$ cat src/rtl/div_pkg.sv
// Shared constants and state type for the iterative divider (iter_divider, iter_sub_cla).
package div_pkg;

    localparam int unsigned DIV_WIDTH = 16;
    localparam int unsigned DIV_GRP_W = 4;

    function automatic int unsigned div_cnt_w(input int unsigned w);
        return $clog2(w);
    endfunction

    localparam int unsigned          DIV_CNT_W  = div_cnt_w(DIV_WIDTH);
    localparam logic [DIV_WIDTH-1:0] DIV_ZERO_Q = '1;

    typedef enum logic [1:0] {
        S_IDLE = 2'd0,
        S_RUN  = 2'd1,
        S_DONE = 2'd2
    } div_state_e;

endpackage

$ cat src/rtl/iter_sub_cla.sv
// W-bit subtractor a_i - b_i from 4-bit lookahead groups and a second-level group carry.
module iter_sub_cla
    import div_pkg::*;
#(
    parameter int unsigned W = DIV_WIDTH + 1
) (
    input  logic [W-1:0] a_i,
    input  logic [W-1:0] b_i,
    output logic [W-1:0] diff_o,
    output logic         borrow_o
);

    localparam int unsigned NG = (W + DIV_GRP_W - 1) / DIV_GRP_W;
    localparam int unsigned PW = NG * DIV_GRP_W;

    logic [PW-1:0] a_ext, bn_ext, p, g, sum_w;
    logic [NG-1:0] gg, gp;
    logic [NG:0]   gc;
    logic          unused_sum_pad;

    // Zero-extended operands: carry-out of the padded adder still means a >= b.
    assign a_ext  = PW'(a_i);
    assign bn_ext = ~PW'(b_i);
    assign p      = a_ext ^ bn_ext;
    assign g      = a_ext & bn_ext;

    always_comb begin : grp_pg
        gg = '0;
        gp = '1;
        for (int unsigned gi = 0; gi < NG; gi++) begin
            for (int unsigned j = 0; j < DIV_GRP_W; j++) begin
                gg[gi] = g[gi*DIV_GRP_W + j] | (p[gi*DIV_GRP_W + j] & gg[gi]);
                gp[gi] = gp[gi] & p[gi*DIV_GRP_W + j];
            end
        end
    end

    always_comb begin : grp_carry
        logic t;
        t  = 1'b0;
        gc = '0;
        gc[0] = 1'b1;
        for (int unsigned gi = 1; gi <= NG; gi++) begin
            t = 1'b1;
            for (int unsigned k = 0; k < gi; k++) begin
                t = t & gp[k];
            end
            gc[gi] = t;
            for (int unsigned k = 0; k < gi; k++) begin
                t = gg[k];
                for (int unsigned m = k + 1; m < gi; m++) begin
                    t = t & gp[m];
                end
                gc[gi] = gc[gi] | t;
            end
        end
    end

    always_comb begin : bit_sum
        logic c;
        c     = 1'b0;
        sum_w = '0;
        for (int unsigned gi = 0; gi < NG; gi++) begin
            c = gc[gi];
            for (int unsigned j = 0; j < DIV_GRP_W; j++) begin
                sum_w[gi*DIV_GRP_W + j] = p[gi*DIV_GRP_W + j] ^ c;
                c = g[gi*DIV_GRP_W + j] | (p[gi*DIV_GRP_W + j] & c);
            end
        end
    end

    assign diff_o         = sum_w[W-1:0];
    assign borrow_o       = ~gc[NG];
    assign unused_sum_pad = ^sum_w;

endmodule

$ cat src/rtl/iter_divider.sv
// Restoring shift-subtract divider, one quotient bit per cycle.
// Optional signed mode under `define DIV_SIGNED_EN.
module iter_divider
    import div_pkg::*;
#(
    parameter int unsigned WIDTH = DIV_WIDTH
) (
    input  logic             clk,
    input  logic             rst_n,
    input  logic             req_valid,
    output logic             req_ready,
    input  logic [WIDTH-1:0] dividend,
    input  logic [WIDTH-1:0] divisor,
    input  logic             op_signed,
    output logic             resp_valid,
    input  logic             resp_ready,
    output logic [WIDTH-1:0] quotient,
    output logic [WIDTH-1:0] remainder,
    output logic             div_zero
);

    localparam int unsigned CNT_W = div_cnt_w(WIDTH);

    div_state_e       state_q, state_d;
    logic [CNT_W-1:0] cnt_q, cnt_d;
    logic [WIDTH-1:0] n_q, n_d, d_q, d_d, q_q, q_d, r_q, r_d;
    logic             dz_q, dz_d;

    logic [WIDTH:0]   r_shift, t_diff;
    logic             t_borrow;
    logic [WIDTH-1:0] q_iter, r_iter, q_fix, r_fix, dvd_mag, dsr_mag;
    logic             accept;
    logic             unused_t_msb;

    assign accept  = (state_q == S_IDLE) && req_valid;
    // One extra bit on top keeps the shifted remainder exact for divisors >= 2^(WIDTH-1).
    assign r_shift = {r_q, n_q[WIDTH-1]};

    iter_sub_cla #(.W(WIDTH + 1)) u_sub (
        .a_i      (r_shift),
        .b_i      ({1'b0, d_q}),
        .diff_o   (t_diff),
        .borrow_o (t_borrow)
    );

    assign q_iter       = {q_q[WIDTH-2:0], ~t_borrow};
    assign r_iter       = t_borrow ? r_shift[WIDTH-1:0] : t_diff[WIDTH-1:0];
    assign unused_t_msb = t_diff[WIDTH];

`ifdef DIV_SIGNED_EN
    logic neg_q_q, neg_q_d, neg_r_q, neg_r_d;

    assign dvd_mag = (op_signed && dividend[WIDTH-1]) ? -dividend : dividend;
    assign dsr_mag = (op_signed && divisor[WIDTH-1])  ? -divisor  : divisor;
    assign neg_q_d = accept ? (op_signed && (dividend[WIDTH-1] ^ divisor[WIDTH-1])) : neg_q_q;
    assign neg_r_d = accept ? (op_signed && dividend[WIDTH-1]) : neg_r_q;
    assign q_fix   = neg_q_q ? -q_iter : q_iter;
    assign r_fix   = neg_r_q ? -r_iter : r_iter;

    always_ff @(posedge clk or negedge rst_n) begin
        if (!rst_n) begin
            neg_q_q <= 1'b0;
            neg_r_q <= 1'b0;
        end else begin
            neg_q_q <= neg_q_d;
            neg_r_q <= neg_r_d;
        end
    end
`else
    logic unused_op_signed;

    assign unused_op_signed = op_signed;
    assign dvd_mag          = dividend;
    assign dsr_mag          = divisor;
    assign q_fix            = q_iter;
    assign r_fix            = r_iter;
`endif

    always_comb begin
        state_d = state_q;
        cnt_d   = cnt_q;
        n_d     = n_q;
        d_d     = d_q;
        q_d     = q_q;
        r_d     = r_q;
        dz_d    = dz_q;
        case (state_q)
            S_IDLE: begin
                if (accept) begin
                    if (divisor == '0) begin
                        state_d = S_DONE;
                        q_d     = '1;
                        r_d     = dividend;
                        dz_d    = 1'b1;
                    end else begin
                        state_d = S_RUN;
                        cnt_d   = CNT_W'(WIDTH - 1);
                        n_d     = dvd_mag;
                        d_d     = dsr_mag;
                        q_d     = '0;
                        r_d     = '0;
                    end
                end
            end
            S_RUN: begin
                n_d = {n_q[WIDTH-2:0], 1'b0};
                // Final step folds the sign fix-up in so latency matches the unsigned path.
                if (cnt_q == '0) begin
                    state_d = S_DONE;
                    q_d     = q_fix;
                    r_d     = r_fix;
                end else begin
                    q_d   = q_iter;
                    r_d   = r_iter;
                    cnt_d = cnt_q - CNT_W'(1);
                end
            end
            S_DONE: begin
                if (resp_ready) begin
                    state_d = S_IDLE;
                    dz_d    = 1'b0;
                end
            end
            default: state_d = S_IDLE;
        endcase
    end

    always_ff @(posedge clk or negedge rst_n) begin
        if (!rst_n) begin
            state_q <= S_IDLE;
            cnt_q   <= '0;
            n_q     <= '0;
            d_q     <= '0;
            q_q     <= '0;
            r_q     <= '0;
            dz_q    <= 1'b0;
        end else begin
            state_q <= state_d;
            cnt_q   <= cnt_d;
            n_q     <= n_d;
            d_q     <= d_d;
            q_q     <= q_d;
            r_q     <= r_d;
            dz_q    <= dz_d;
        end
    end

    assign req_ready  = (state_q == S_IDLE);
    assign resp_valid = (state_q == S_DONE);
    assign quotient   = q_q;
    assign remainder  = r_q;
    assign div_zero   = dz_q;

endmodule

$ cat config.mk
export PLATFORM = sky130hd
export DESIGN_NAME = iter_divider
export DESIGN_NICKNAME = d
export VERILOG_FILES = /design/src/rtl/div_pkg.sv /design/src/rtl/iter_sub_cla.sv /design/src/rtl/iter_divider.sv
export SDC_FILE = /design/constraint.sdc
export NUM_CORES = 1
export LEC_CHECK = 0
export ABC_AREA = 1
export ABC_CLOCK_PERIOD_IN_PS = 2700
export BUFFER_PORTS_ARGS = -buffer_cell sky130_fd_sc_hd__buf_2
export CAP_MARGIN = 30
export CORE_ASPECT_RATIO = 0.5
export CORE_MARGIN = 2
export CORE_UTILIZATION = 52
export DETAILED_ROUTE_END_ITERATION = 10
export PLACE_DENSITY = 0.77
export SLEW_MARGIN = 20
export SYNTH_ARGS = -nofsm -noshare
export SYNTH_HDL_FRONTEND = slang
export SYNTH_HIERARCHICAL = 1
export SYNTH_SLANG_ARGS = --single-unit
$ cat constraint.sdc
create_clock -name clk -period 2.7 [get_ports clk]
set_clock_uncertainty 0.05 [all_clocks]
set_input_delay 0.405 -clock clk [delete_from_list [all_inputs] [get_ports clk]]
set_output_delay 0.405 -clock clk [all_outputs]
set_load 0.01 [all_outputs]
==> flow_summary_export.csv, run 1 <==
group,metric,value,unit
grt,antenna_found_initial,0,
worst_hold_path,hold_path_class,"primary input to register",
placement,gp_congestion,0.883,
cells_and_area,syn_to_final_growth,24.4,%
route,num_vias,4043,
route,drt-wirelength-per-cell,14.3,um
placement,place_inst,764,
clock_tree,cts_buffers,9,
cells_and_area,diodes,0,
clock_tree,tritoncts,"built",
grt,grt_pass1_wl,18400,um
cells_and_area,num-nets-final,734,
pwr,p_per_area,1490,nW/um2
pwr,total_power,8.29,mW
die,initial_utilization,54.7,%
grt,grt_pass1_vias,3667,
clock_tree,cts_root_buf,"clkbuf_16",
die,pin_count,72,
placement,port_buffers,70,
cells_and_area,multi_input_area,2430,um2
route,drt-total-wl,11200,um
timing,relSlewSlack,54.2,%
route,viasPerCell,5.16,
cells_and_area,final_layout_size_suffix_gt1_share,26.6,%
timing,period_minus_slack,3.00,ns
clock_tree,htreeDepth,3,
pwr,ir_drop,657,uV
timing,hold_violations,0,
worst_setup_path,startpoint_type,"register",
clock_tree,clock_latency,0.34,ns
die,core_area,8170,um2
status,status,"finished with violations",
worst_setup_path,cpPeakStageDelay,0.53,ns
cells_and_area,nFillCells,678,
die,die_x,135,um
worst_setup_path,crit_required,2.87,ns
clock_tree,clkTransAtPathRegs,0.06,ns
worst_setup_path,worstSetupPathType,"register to register",
worst_setup_path,arrival,3.17,ns
synth,syn_area_per_cell,7.84,um2
synth,synth_nets,638,
timing,setup_viol,6,
timing,fin_crit_sh,111,%
status,violations,"negative setup slack",
pwr,p_leak,2.94,nW
timing,fmax,0.334,GHz
route,drtAntennaViolNets,0,
grt,grt_usage,25.2,%
synth,synth_cells,571,
worst_setup_path,critPathCaptureType,"register",
grt,grt_overflow,0,
worst_setup_path,critical_path.cell_chain,"ha_4, nand4_1, nand3b_4, nand2_4, nand2_1, nor2_1, fa_2, fa_2, fa_2, inv_1, nand2_1, nand2_1, a21oi_1, a21boi_1",
cells_and_area,register_area,1780,um2
die,die_h,69.6,um
timing,rsz0062_at_grt,"yes",
clock_tree,clock-sinks,71,
cells_and_area,finalNonFillerCells,784,
die,dieArea,9410,um2
clock_tree,cts_buffer_depth,2,
timing,finalWorstSetupSlack,-0.296,ns
route,drc_errors,0,
worst_setup_path,crit_fanout,3,
timing,worst_pin_slew,0.686,ns
placement,hpwl,7880,um
worst_setup_path,slowest_stage,"fa_2",
route,drt_iter0_drc,393,
run,cap_viol_max_count,0,
grt,grt_max_degree,54,
synth,synth_warnings,6,
timing,maxSlewViolCount,0,
synth,syn-cell-area,4470,um2
die,num_rows,23,
route,dr.pass1.iters,5,
[layout by cell type (no fill, tap or decap), types with 15 or more instances in the layout]
| cell type | instances |
|---|---|
| nand3_1 | 25 |
| buf_4 | 41 |
| dfrtp_1 | 69 |
| buf_2 | 70 |
| nor2_1 | 27 |
| inv_1 | 58 |
| a21boi_1 | 15 |
| nand2_1 | 200 |
| nand4_1 | 18 |
| a21oi_1 | 25 |
[timing repair]
item / CTS / global route
endpoints found under the hold margin: 18 / 0
buffers inserted: 0 / 3
cloned: 0 / 0
setup endpoints to repair: 6 / 10
pin swaps: 6 / 20
hold buffers: 1 / 0
gates resized for setup: 5 / 13
[power breakdown]
part	leakage, nW	internal [mW]	total (mW)	switching (mW)
Clock	0.135	0.640	1.15	0.512
Sequential	0.865	1.60	2.02	0.413
Combinational	1.94	2.26	5.12	2.86
Total	2.94	4.50	8.29	3.79
[metal layers]
metal	track usage, %	part of all wire [%]	up-vias
li1	-	-	1999
met1	37.4	48	1906
met2	37.0	44	118
met3	6.14	5.5	20
met4	6.71	1.9	0
met5	0	0	-
[per-stage QoR]
stage / hold slack, ns / worst slack (ns) / util (%) / instance area (um2) / TNS (ns)
floorplan: 0.0594 / -0.114 / - / 4560 / -0.224
finish: 0.224 / -0.296 / 68.1 / 5570 / -1.47
detailed placement: 0.324 / -0.224 / 63.1 / 5160 / -0.920
global placement: 0.322 / -0.192 / 63.1 / 5160 / -0.675
CTS: 0.214 / -0.215 / 67.0 / 5480 / -1.04
global route: 0.231 / -0.407 / 68.1 / 5570 / -2.24
[critical path: cells and delay by family (launching register included)]
kind / cells / cell delay, ns
AOI/OAI and AO/OA: 2 / 0.20
adders and majority gates: 4 / 1.58
buffers and inverters: 1 / 0.04
DFF: 1 / 0.44
and+or+nand+nor: 7 / 0.55
[state kept, by name, indices dropped and copies added (netlist names)]
register   flops
div_zero       1
n_q           16
cnt_q          4
d_q           16
state_q        2
remainder     16
quotient      16
[final timing paths]
check / from / to / slack, ns / cells past startpoint
worst max-delay path: remainder[1]$_DFFE_PN0P_ / remainder[10]$_DFFE_PN0P_ / -0.30 / 14
worst max register to register: remainder[1]$_DFFE_PN0P_ / remainder[10]$_DFFE_PN0P_ / -0.30 / 14
min in group asynchronous: rst_n / n_q[1]$_DFFE_PN0P_ / 0.50 / 2
worst min register to register: n_q[0]$_DFFE_PN0P_ / n_q[0]$_DFFE_PN0P_ / 0.42 / 2
worst min-delay path: divisor[13] / d_q[13]$_DFFE_PN0P_ / 0.22 / 3
max in group asynchronous: rst_n / remainder[0]$_DFFE_PN0P_ / 1.45 / 3
[cell type report]
cell class,count,area share (%)
Clock buffer,9,4.05
Clock inverter,7,1.10
Inverter,65,4.38
Multi-Input combinational cell,407,43.6
Sequential cell,71,32.0
Tap cell,112,2.52
Timing Repair Buffer,113,12.4
Power figures use the tool's default switching activity.
==> run 2: changes to the inputs <==
--- a/config.mk
+++ b/config.mk
@@ -11,9 +11,10 @@
 export CAP_MARGIN = 30
 export CORE_ASPECT_RATIO = 0.5
 export CORE_MARGIN = 2
-export CORE_UTILIZATION = 52
+export CORE_UTILIZATION = 53
+export CTS_BUF_LIST = sky130_fd_sc_hd__clkbuf_8
 export DETAILED_ROUTE_END_ITERATION = 10
-export PLACE_DENSITY = 0.77
+export PLACE_DENSITY = 0.78
 export SLEW_MARGIN = 20
 export SYNTH_ARGS = -nofsm -noshare
 export SYNTH_HDL_FRONTEND = slang
==> flow_summary_export.csv, run 2 (same netlist as run 1, synthesis figures left out) <==
group,metric,value,unit
status,status,"finished with violations",
status,violations,"negative hold slack, negative setup slack",
timing,period_minus_slack,2.92,ns
cells_and_area,final_layout_size_suffix_gt1_share,27.3,%
clock_tree,cts_buffer_depth,2,
placement,placedInstanceArea,5160,um2
timing,tns,-1.12,ns
route,viasPerCell,5.20,
cells_and_area,diodes,0,
clock_tree,clkTransAtPathRegs,0.09,ns
cells_and_area,syn_to_final_growth,22.8,%
grt,grt_pass1_wl,18100,um
grt,grt_max_degree,44,
worst_setup_path,reg2reg_slack,-0.22,ns
die,dieArea,9240,um2
route,num_vias,4088,
cells_and_area,final_common_cell,"nand2_1",
worst_setup_path,rr_worst_depth,14,
worst_hold_path,hold_path_class,"primary input to asynchronous set/reset pin",
worst_setup_path,crit_path_end,"remainder[10]$_DFFE_PN0P_",
cells_and_area,fin_area,5500,um2
pwr,internal_power,4.29,mW
timing,maxSlewViolCount,0,
worst_setup_path,cp-startpoint,"remainder[2]$_DFFE_PN0P_",
pwr,combPwrFrac,64.3,%
grt,antenna_found_initial,0,
pwr,p_per_area,1470,nW/um2
die,core_area,8090,um2
run,cap_viol_max_count,0,
worst_setup_path,startpoint_type,"register",
clock_tree,clock_latency,0.38,ns
timing,rsz0062_at_grt,"yes",
die,die_h,69.0,um
pwr,p_clk_share,10.7,%
clock_tree,cts_root_buf,"clkbuf_8",
die,pin_count,72,
pwr,ir_drop,604,uV
clock_tree,cts_buffers,9,
clock_tree,clock-sinks,71,
cells_and_area,num-nets-final,736,
worst_setup_path,arrival,3.13,ns
worst_setup_path,worstSetupPathType,"register to register",
pwr,total_power,8.09,mW
timing,fin_crit_sh,108,%
grt,grt_overflow,0,
timing,whs,-0.00384,ns
timing,fmax,0.342,GHz
clock_tree,tritoncts,"built",
cells_and_area,final_cell_mix,"201 x nand2_1, 70 x buf_2, 69 x dfrtp_1",
worst_setup_path,reg2reg_to,"remainder[10]$_DFFE_PN0P_",
route,drt-wirelength-per-cell,14.6,um
route,dr.pass1.iters,5,
clock_tree,cts_hold_buf,0,
grt,grt_usage,26.0,%
pwr,p_sw_share,46.9,%
placement,gp_congestion,0.888,
die,die_x,134,um
timing,finalWorstSetupSlack,-0.222,ns
grt,grt_pass1_vias,3743,
timing,worst_pin_slew,0.681,ns
worst_setup_path,critPathCaptureType,"register",
route,drt_iter0_drc,395,
die,num_rows,23,
pwr,p_sw,3.79,mW
die,initial_utilization,55.3,%
cells_and_area,nFillCells,686,
timing,hold_violations,3,
pwr,p_leak,2.92,nW
clock_tree,htreeDepth,3,
pwr,seq_power_share,25.0,%
route,drtAntennaViolNets,0,
worst_setup_path,regToRegStartpoint,"remainder[2]$_DFFE_PN0P_",
worst_setup_path,crit_required,2.91,ns
timing,setup_viol,6,
route,drc_errors,0,
timing,relSlewSlack,54.6,%
cells_and_area,final_core_util,68.0,%
placement,hpwl,8130,um
route,drt-total-wl,11500,um
placement,port_buffers,70,
worst_setup_path,crit_fanout,4,
==> run 2: changes by cell type in the layout (fill, tap and decap cells not counted), moves of 2 or more <==
| cell | delta |
|---|---|
| nor2_2 | +2 |
| clkbuf_16 | -9 |
| inv_8 | +2 |
| clkinvlp_4 | -2 |
| buf_6 | +3 |
| clkbuf_8 | +9 |
==> run 2: metal layers <==
layer / routed length, um / track usage (%) / up-vias
met5: 0 / 0 / -
met4: 187 / 8.91 / 0
met3: 878 / 7.24 / 20
met2: 5270 / 42.9 / 146
met1: 5170 / 33.7 / 1915
li1: - / - / 2007
==> run 2: final cells by class <==
class,count,area (um2),share of cell area (%)
Tap cell,112,140,2.55
Multi-Input combinational cell,407,2420,44.1
Clock inverter,7,68.8,1.25
Inverter,65,246,4.49
Sequential cell,71,1780,32.4
Timing Repair Buffer,115,712,13.0
Clock buffer,9,124,2.25
==> run 2: worst min-delay path by stage <==
stage                       start              endpoint  slack, ns  cells after the start
2_1_floorplan               rst_n  cnt_q[0]$_DFFE_PN0P_       0.06                      0
3_3_place_gp   n_q[6]$_DFFE_PN0P_    n_q[6]$_DFFE_PN0P_       0.40                      2
3_5_place_dp                rst_n    n_q[2]$_DFFE_PN0P_       0.41                      1
4_1_cts                     rst_n    n_q[2]$_DFFE_PN0P_      0.004                      1
5_1_grt                     rst_n    n_q[2]$_DFFE_PN0P_       0.02                      1
6_report                    rst_n    n_q[2]$_DFFE_PN0P_     -0.004                      1
==> run 2: repair_timing <==
action / 4_1_cts / 5_1_grt
gates resized for setup: 13 / 11
buffers inserted: 4 / 2
hold endpoints to repair: 0 / 0
pin swaps: 11 / 7
endpoints found under the setup margin: 6 / 15
==> run 2: metrics by stage <==
step / hold slack, ns / setup WS [ns] / instances
final: -0.00384 / -0.222 / 786
after global routing: 0.0196 / -0.360 / 786
after CTS: 0.00351 / -0.213 / 784
after detailed placement: 0.408 / -0.230 / 764
after global placement: 0.403 / -0.181 / 764
after floorplan: 0.0594 / -0.114 / 571
==> run 2: worst max-delay path: stages, from the launching register on <==
cell and delay [ns]:
dfrtp_1 0.42, ha_4 0.30, nand4_1 0.16, nand3b_4 0.14
nand2_4 0.05, nand2_1 0.06, nor2_1 0.06, fa_2 0.34
fa_2 0.34, fa_2 0.53, inv_1 0.04, nand2_1 0.05
nand2_1 0.06, a21oi_2 0.13, a21boi_1 0.07
==> run 2: power by group through the flow <==
stage	registers (mW)	clock network, mW	logic [mW]
after CTS	2.02	0.877	4.99
after global routing	2.09	0.925	5.86
after global placement	2.02	0	4.59
after floorplan	2.12	0	3.31
final	2.02	0.866	5.20
after detailed placement	2.03	0	4.78
